--- config.mk ---
export PLATFORM = sky130hd
export DESIGN_NAME = leftright_warn_filter
export DESIGN_NICKNAME = d
export VERILOG_FILES = /design/src/rtl/leftright_warn_filter.sv
export SDC_FILE = /design/constraint.sdc
export NUM_CORES = 1
export LEC_CHECK = 0
export CAP_MARGIN = 30
export CORE_MARGIN = 2
export CORE_UTILIZATION = 35
export DETAILED_ROUTE_END_ITERATION = 12
export GPL_TIMING_DRIVEN = 0
export MAX_ROUTING_LAYER = met4
export PLACE_DENSITY_LB_ADDON = 0.2
export SETUP_SLACK_MARGIN = 0.1
export SLEW_MARGIN = 20
export SYNTH_ARGS = -nofsm -noshare
export SYNTH_HDL_FRONTEND = slang
export SYNTH_SLANG_ARGS = --single-unit
--- constraint.sdc ---
create_clock -name clk -period 4.35 [get_ports clk]
set_input_delay 0.87 -clock clk [delete_from_list [all_inputs] [get_ports clk]]
set_output_delay 0.87 -clock clk [all_outputs]
set_load 0.01 [all_outputs]
--- src/rtl/leftright_warn_filter.sv ---
// leftright_warn_filter
//   Takes operand-compare events, applies the LEFTRIGHT exemption and
//   suppression rules, and queues the surviving warnings for the reporter.
//   Per-module warning/drop counters and an end-of-module pulse once the
//   queue has fully drained.
//
//   Handshakes: a transfer happens on a rising edge where valid and ready
//   are both high; ready never depends on valid, and out_* hold steady while
//   out_valid is high and out_ready is low.
//
//   Optional build macro LEFTRIGHT_DEDUP_EN: suppress a warning whose
//   {op,line} equals the most recently queued record.
module leftright_warn_filter #(
    parameter int LW    = 16,
    parameter int DEPTH = 8,
    parameter int CW    = 16
) (
    input  logic          clk,
    input  logic          rst_n,
    input  logic          in_valid,
    output logic          in_ready,
    input  logic [3:0]    in_op,
    input  logic          in_same,
    input  logic          in_one,
    input  logic          in_sel,
    input  logic          in_ignore,
    input  logic [LW-1:0] in_line,
    input  logic          in_last,
    output logic          out_valid,
    input  logic          out_ready,
    output logic [3:0]    out_op,
    output logic [LW-1:0] out_line,
    output logic [CW-1:0] warn_cnt,
    output logic [CW-1:0] drop_cnt,
    output logic          mod_done,
    output logic [1:0]    dbg_state
);

    localparam int AW = $clog2(DEPTH);

    localparam logic [3:0] OP_SHL  = 4'd5;
    localparam logic [3:0] OP_ASHL = 4'd6;
    localparam logic [3:0] OP_MUL  = 4'd9;
    localparam logic [3:0] OP_ADD  = 4'd10;
    localparam logic [3:0] OP_SUB  = 4'd11;
    localparam logic [3:0] OP_MAX  = 4'd13;

    typedef enum logic [1:0] {
        S_RUN   = 2'd0,
        S_DRAIN = 2'd1,
        S_DONE  = 2'd2
    } state_t;

    state_t state_q, state_d;

    logic [3:0]    op_mem   [DEPTH];
    logic [LW-1:0] line_mem [DEPTH];
    logic [AW:0]   wr_ptr, rd_ptr, fill;
    logic          empty, full;
    logic          accept, is_warn, dup, warn_evt, push, pop, drop;

    assign empty  = (wr_ptr == rd_ptr);
    assign full   = (wr_ptr[AW] != rd_ptr[AW]) && (wr_ptr[AW-1:0] == rd_ptr[AW-1:0]);
    assign fill   = wr_ptr - rd_ptr;

    // Only RUN accepts events; derived from state alone to keep ready independent of valid.
    assign accept = in_valid && (state_q == S_RUN);

    // Exemption rules: MUL never warns, shifts-left of 1 by 1 and +/- in select context are idiomatic.
    always_comb begin
        is_warn = in_same && !in_ignore && (in_op <= OP_MAX) && (in_op != OP_MUL);
        if (((in_op == OP_SHL) || (in_op == OP_ASHL)) && in_one) begin
            is_warn = 1'b0;
        end
        if (((in_op == OP_ADD) || (in_op == OP_SUB)) && in_sel) begin
            is_warn = 1'b0;
        end
    end

`ifdef LEFTRIGHT_DEDUP_EN
    logic          key_vld;
    logic [3:0]    key_op;
    logic [LW-1:0] key_line;

    assign dup = key_vld && (key_op == in_op) && (key_line == in_line);

    // Remember the last queued key; forgotten at end of module.
    always_ff @(posedge clk or negedge rst_n) begin
        if (!rst_n) begin
            key_vld  <= 1'b0;
            key_op   <= '0;
            key_line <= '0;
        end else if (state_q == S_DONE) begin
            key_vld  <= 1'b0;
            key_op   <= '0;
            key_line <= '0;
        end else if (push) begin
            key_vld  <= 1'b1;
            key_op   <= in_op;
            key_line <= in_line;
        end
    end
`else
    assign dup = 1'b0;
`endif

    assign warn_evt = accept && is_warn && !dup;
    assign pop      = out_valid && out_ready;
    // A full queue still takes a record if the head leaves on the same edge.
    assign push     = warn_evt && (!full || pop);
    assign drop     = warn_evt && full && !pop;

    assign out_valid = !empty;
    assign out_op    = empty ? '0 : op_mem[rd_ptr[AW-1:0]];
    assign out_line  = empty ? '0 : line_mem[rd_ptr[AW-1:0]];
    assign dbg_state = state_q;

    // Record storage; contents are don't-care until written, reads are gated by empty.
    always_ff @(posedge clk) begin
        if (push) begin
            op_mem[wr_ptr[AW-1:0]]   <= in_op;
            line_mem[wr_ptr[AW-1:0]] <= in_line;
        end
    end

    // Queue pointers; extra MSB distinguishes full from empty.
    always_ff @(posedge clk or negedge rst_n) begin
        if (!rst_n) begin
            wr_ptr <= '0;
            rd_ptr <= '0;
        end else begin
            if (push) wr_ptr <= wr_ptr + 1'b1;
            if (pop)  rd_ptr <= rd_ptr + 1'b1;
        end
    end

    // Saturating per-module counters, cleared on the edge leaving DONE.
    always_ff @(posedge clk or negedge rst_n) begin
        if (!rst_n) begin
            warn_cnt <= '0;
            drop_cnt <= '0;
        end else if (state_q == S_DONE) begin
            warn_cnt <= '0;
            drop_cnt <= '0;
        end else begin
            if (push && (warn_cnt != '1)) warn_cnt <= warn_cnt + 1'b1;
            if (drop && (drop_cnt != '1)) drop_cnt <= drop_cnt + 1'b1;
        end
    end

    // State register.
    always_ff @(posedge clk or negedge rst_n) begin
        if (!rst_n) state_q <= S_RUN;
        else        state_q <= state_d;
    end

    // Next state and per-state outputs; DRAIN ends on the cycle the queue empties.
    always_comb begin
        state_d  = state_q;
        in_ready = 1'b0;
        mod_done = 1'b0;
        case (state_q)
            S_RUN: begin
                in_ready = 1'b1;
                if (accept && in_last) state_d = S_DRAIN;
            end
            S_DRAIN: begin
                if (empty || ((fill == (AW+1)'(1)) && pop)) state_d = S_DONE;
            end
            S_DONE: begin
                mod_done = 1'b1;
                state_d  = S_RUN;
            end
            default: state_d = S_RUN;
        endcase
    end

endmodule

# ---- Word level (Yosys, flattened, before mapping)
# Memory sizes are Yosys's and may differ from the RTL's.
# Index checks and enable logic that the tools add are counted.
dict set report op_classes {
  add_sub_neg 5
  order_cmp 1
  n_eq_ne 15
  mux 15
  n_reduce_logical 28
}
# cell count
set ops {}
lappend ops {{16-bit 2-to-1 mux} 5}
lappend ops {{16-bit by 1-bit adder with 16-bit output (second input constant)} 2}
lappend ops {{16-bit inequality test (second input constant)} 2}
lappend ops {{1-bit logical AND} 16}
lappend ops {{4-bit by 1-bit adder with 4-bit output (second input constant)} 2}
lappend ops {{4-bit by 3-bit equality test with 1-bit output (second input constant)} 2}
lappend ops {{4-bit equality test (second input constant)} 2}
lappend ops {{1-bit 2-to-1 mux} 6}
lappend ops {{4-bit by 1-bit equality test with 1-bit output (second input constant)} 1}
lappend ops {{4-bit equality test} 1}
lappend ops {{4-bit <= comparator (second input constant)} 1}
lappend ops {{1-bit zero test} 4}
lappend ops {{1-bit logical OR} 4}
lappend ops {{2-bit 2-to-1 mux} 2}
lappend ops {{4-bit 2-to-1 mux} 1}
lappend ops {{4-bit inequality test (second input constant)} 1}
lappend ops {{2-bit one-hot mux with 2 select lines} 1}
lappend ops {{2-bit nonzero test} 2}
lappend ops {{4-bit subtractor} 1}
lappend ops {{3-bit equality test} 1}
lappend ops {{2-bit by 1-bit equality test with 1-bit output (second input constant)} 1}
lappend ops {{2-bit equality test (second input constant)} 1}
lappend ops {{2-bit zero test} 1}
lappend ops {{2-bit by 1-bit inequality test with 1-bit output (second input constant)} 1}
lappend ops {{other kinds (3)} 3}
dict set report word_totals {
  regBits 42
  ramBits 160
  in_bits 29
  out_inout_bits 57
  wordCells 71
  n_memories 2
}
# memory words word_bits rd rd_ports_with_merged_regs wr line
set mem_list {}
lappend mem_list {line_mem 8 16 1 0 1 57} ;# logic [LW-1:0] line_mem [DEPTH];
lappend mem_list {op_mem 8 4 1 0 1 56} ;# logic [3:0] op_mem [DEPTH];

# ---- Longest topological paths before layout
dict set report depth {
  word_depth 12
  ltp_mapped 10
}

# ---- Worst setup path after synthesis
# Ideal clock, no wire load.
dict set report synth_path {
  path_type {input-to-reg}
  from {in in_valid}
  to {mem line_mem[0][0] (enable)}
  setup_time_ps 448
  arrival_ps 3886
  slack_ps 15
  path_stages 6
  cell_sequence {or3b_4 nor2_1 and3_1 clkbuf_1 nand2_1 nor4_1}
}
dict set report synth_via {
  elab_chain_len 5
}
# item line
set synth_lines {}
lappend synth_lines {{start, declared} 20} ;# input logic in_valid,
lappend synth_lines {{1-bit logical AND} 67} ;# assign accept = in_valid && (state_q == S_RUN);
lappend synth_lines {{1-bit logical AND} 107} ;# assign warn_evt = accept && is_warn && !dup;
lappend synth_lines {{1-bit logical AND} 110} ;# assign push = warn_evt && (!full || pop);
lappend synth_lines {{1-bit 2-to-1 mux} 120} ;# if (push) begin
lappend synth_lines {{1-bit 2-to-1 mux (not written as such)} 122} ;# line_mem[wr_ptr[AW-1:0]] <= in_line;
lappend synth_lines {{end, declared} 57}
# No other way between the ends.

# ---- Worst setup path in the final report
dict set report layout_path {
  from {in in_op[0]}
  to {mem line_mem[1][1] (enable)}
}
dict set report layout_via {
  elab_chain_len 9
  elab_cells_between_ends 18
  classes_between {1 x order compare; 5 x eq/ne; 4 x mux; 8 x reduce/logical}
}
# item line
set layout_lines {}
lappend layout_lines {{start, declared} 22} ;# input logic [3:0] in_op,
lappend layout_lines {{4-bit <= comparator or 4-bit by 3-bit equality test with 1-bit output (tied branches)} {71, 72}}
lappend layout_lines {{1-bit logical AND or 1-bit logical OR (tied branches)} {71, 72}}
lappend layout_lines {{1-bit logical AND, on equally long branches} {71, 72}}
lappend layout_lines {{1-bit 2-to-1 mux} 72} ;# if (((in_op == OP_SHL) || (in_op == OP_ASHL)) && in_one) begin
lappend layout_lines {{1-bit 2-to-1 mux *} 75} ;# if (((in_op == OP_ADD) || (in_op == OP_SUB)) && in_sel) begin
lappend layout_lines {{1-bit logical AND *} 107}
lappend layout_lines {{1-bit logical AND *} 110}
lappend layout_lines {{1-bit 2-to-1 mux *} 120}
lappend layout_lines {{1-bit 2-to-1 mux (not written as such) *} 122}
# Every way passes the cells marked *; elsewhere a longest branch is shown, timed or not.

==> results.txt <==
- Result of the run: finished clean
* Setup fix buffers added after clock tree synthesis: 0
- IO Port Bufs: 85
- Wirelength per Cell: 19.6 µm
- CTS root buf: sky130_fd_sc_hd__clkbuf_16
- Adding up every negative setup slack in the final design gives 0 ns.
- Kind of path behind the tightest hold check: input pin to asynchronous set/reset pin
- From bottom edge to top edge, the die measures 160 µm.
- Final hold violation count: 0
- Max-cap violations in this run came to 0.
* Gpl congestion: 0.818
* Sort of element at the end of the critical path: flip-flop
- Overall routing resource usage: 16.8%
* Flops & latches, synth: 202
- Hold timing on the final database bottoms out at a slack of 0.369 ns.
- Filler Cell Count: 2,134
* Mean Syn Cell Area: 15.4 µm²
- Along the worst path, the maximum fanout reaches 11.
* Sequential area share after synthesis: 68.3%
- Top flip-flop cell by instance count after synthesis: sky130_fd_sc_hd__edfxtp_1
- Total power: 0.00670 W
- Async set or reset register ratio after synthesis: 20.8%
- The longest clock path from root to sink contains 3 buffers.
* Number of unique standard cell types used by synthesis: 48
* Cell Area, Synth: 0.00857 mm²
- Counting every instance in the synthesized netlist gives 555.
- Number of global-route vias before repair: 5,559
- Number of core rows: 57
- Mean number of vias per cell: 5.17
- In this run the static leakage power is 3.87 nW.
* Final setup slack of the worst path: 0.354 ns
- H-tree levels: 1
* Core Footprint: 0.0242 mm²
- After detailed routing, the number of remaining DRC violations is 0.
- Before CTS, the worst setup slack after placement is -0.256 ns.
- The clock drives 202 sinks.
* Transition at the pin with the smallest max-transition slack: 0.827 ns
- Highest attainable clock frequency: 250 MHz
* Overall via count from detail_route: 5,377
- Fraction of layout cells with a size suffix above 1: 19.4%
* Sequential Area: 0.00586 mm²
* Area of combinational cells with multiple inputs: 0.00260 mm²
* TritonRoute pass-1 iters: 4
- Clock tree synthesis inserted a total of 24 buffers.
* Detailed Route WL: 20,400 µm
* Routed Antenna Nets: 0
- Maximum VDD drop: 262 µV
- TritonCTS built the clock tree.
* Setup repair after global routing missed its margin: true
- Measured against its own limit, the worst slew margin works out to 44.9%.
- By startpoint and endpoint, the worst setup path is classified as input pin to flip-flop.
* Clock transition at the registers of the reported paths: 0.06 ns
- Once the floorplan was initialized, standard cells occupied 35.4% of the core.
- Yosys printed 0 warnings.
* Antenna violations before repair: 1
* Count of hold buffers inserted by post-cts repair: 0
* GR Overflow Total: 0
- In this run the power density over the cells is 610 mW/mm².
* Number of flops mapped to enable cells by yosys: 160
* I/O pin total: 86
- Area enclosed by the die boundary: 0.0258 mm²
* Half-perimeter wire length after detailed placement: 14,100 µm
- Source-to-sink clock delay at the later pin of the worst-skew pair: 0.51 ns
- Global-route wire length before repair: 32,600 µm
* Fin. max-slew vios: 0
- Counting every net in the synthesized netlist gives 592.
* Count of routing violations after the opening detailed-route iteration: 381
- The area growth from synthesis to layout is 28.1%.
- After layout, the worst path uses 91.9% of the clock period.
- Crit path DAT: 4.22 ns
* Final Net Count: 735
- Worst clock skew: 0.0136 ns
- Post-Route Utilization: 45.4%
- Clock period minus worst slack: 4.00 ns
* Horizontal extent of the die: 160 µm
- For the worst setup path, the data required time is 4.57 ns.
* Startpoint type of the worst setup path: input pin
* Setup violation total in the final timing report: 0
- Maximum number of pins on one net before global-route repair: 23
[stage by stage]
| step | cell area [µm²] | instances |
|---|---|---|
| 6_report | 11000 | 1041 |
| 5_1_grt | 11000 | 1041 |
| 4_1_cts | 11000 | 1040 |
| 3_5_place_dp | 10100 | 996 |
| 3_3_place_gp | 9830 | 964 |
| 2_1_floorplan | 8570 | 555 |
[critical path: stages]
cell and delay, ns:
sky130_fd_sc_hd__clkdlybuf4s50_1 0.71, sky130_fd_sc_hd__and3b_1 0.23, sky130_fd_sc_hd__o21ai_1 0.38, sky130_fd_sc_hd__and3_1 0.23, sky130_fd_sc_hd__clkbuf_1 0.21, sky130_fd_sc_hd__nand2_1 0.35, sky130_fd_sc_hd__nor4_2 0.62, sky130_fd_sc_hd__buf_4 0.28
sky130_fd_sc_hd__buf_4 0.16, sky130_fd_sc_hd__buf_2 0.16
[worst paths after layout]
path	from	slack (ns)	cells past startpoint	end
min in group clk	rd_ptr[3]	0.52	1	rd_ptr[3]
worst min-delay path	rst_n	0.37	1	dbg_state[0]
worst max register to register	wr_ptr[0]	0.72	10	line_mem[1][1]
max in group asynchronous	rst_n	3.46	2	warn_cnt[2]
worst min register to register	rd_ptr[3]	0.52	1	rd_ptr[3]
worst max-delay path	in_op[0]	0.35	10	line_mem[1][1]
[cells in the final DEF (no fill, tap or decap), drive strengths merged, types with 3 or more instances in the layout]
cell type      count
edfxtp           160
clkdlybuf4s50     84
nand2             59
clkbuf            45
dfrtp             42
mux4              40
buf               40
a21oi             39
nand3             22
inv               14
o21ai             14
nor4              14
or3               13
nor2              12
clkinv            12
and3              11
mux2i             10
nand4              9
o31ai              8
or4                7
ha                 7
nand2b             6
xor2               5
xnor2              5
bufinv             5
nor3               5
o21a               3
[registers in the layout, indices dropped and copies added, names as in the netlist]
signal / flops
line_mem: 128
op_mem: 32
drop_cnt: 16
warn_cnt: 16
rd_ptr: 4
wr_ptr: 4
dbg_state: 2
[final cells by class]
type | instances | share of cell area [%]
Antenna cell | 1 | 0.0228
Buffer | 26 | 1.11
Timing Repair Buffer | 117 | 9.81
Sequential cell | 202 | 53.3
Clock buffer | 26 | 5.73
Inverter | 14 | 0.479
Multi-Input combinational cell | 313 | 23.7
Clock inverter | 18 | 2.10
Tap cell | 324 | 3.69
[cells in the mapped netlist (3+ instances only)]
| cell type | instances | area share (%) |
|---|---|---|
| sky130_fd_sc_hd__or4_1 | 7 | 0.61 |
| sky130_fd_sc_hd__nor2_1 | 12 | 0.53 |
| sky130_fd_sc_hd__edfxtp_1 | 160 | 56 |
| sky130_fd_sc_hd__o21ai_0 | 13 | 0.76 |
| sky130_fd_sc_hd__dfrtp_1 | 42 | 12 |
| sky130_fd_sc_hd__nand2b_1 | 6 | 0.44 |
| sky130_fd_sc_hd__and3_1 | 11 | 0.80 |
| sky130_fd_sc_hd__a21oi_1 | 39 | 2.3 |
| sky130_fd_sc_hd__clkbuf_1 | 19 | 0.83 |
| sky130_fd_sc_hd__nand3_1 | 22 | 1.3 |
| sky130_fd_sc_hd__nand2_1 | 59 | 2.6 |
| sky130_fd_sc_hd__o21a_1 | 3 | 0.26 |
| sky130_fd_sc_hd__or3_1 | 13 | 0.95 |
| sky130_fd_sc_hd__buf_2 | 5 | 0.29 |
| sky130_fd_sc_hd__ha_1 | 7 | 1.0 |
| sky130_fd_sc_hd__xnor2_1 | 5 | 0.51 |
| sky130_fd_sc_hd__mux2i_1 | 10 | 1.2 |
| sky130_fd_sc_hd__o31ai_1 | 8 | 0.70 |
| sky130_fd_sc_hd__xor2_1 | 5 | 0.51 |
| sky130_fd_sc_hd__nor3_1 | 5 | 0.29 |
| sky130_fd_sc_hd__inv_1 | 14 | 0.61 |
| sky130_fd_sc_hd__mux4_2 | 40 | 11 |
| sky130_fd_sc_hd__nand4_1 | 7 | 0.51 |
| sky130_fd_sc_hd__nor4_1 | 13 | 0.95 |
[where the power goes]
part	leakage [nW]	internal, W	switching, W
Clock	0.423	0.00135	0.000773
Combinational	1.44	0.00109	0.00112
Sequential	2.00	0.00222	0.000150
[cells by family (layout without fill, tap and decap cells)]
group	count (synthesis)	count (layout)	share of synthesized area [%]
flops	202	202	68.3
buf+inv	40	201	1.87
fa+ha+maj	8	8	1.26
simple gates	170	170	10.7
other cells	0	1	0
mux	52	52	11.9
compound gates	73	73	4.91
xor+xnor	10	10	1.02
[routing by layer]
metal	GRT usage, %	routed length (µm)	up-vias
met3	2.38	1050	13
met1	23.5	9280	2721
li1	-	-	2474
met4	3.11	189	0
met5	-	0	-
met2	26.7	9930	169
[timing repair]
item / in CTS / in global routing
gates resized for setup: 3 / 10
hold endpoints to repair: 0 / 0
setup endpoints to repair: 20 / 33
Note: power is estimated with default switching activity, not from simulation.
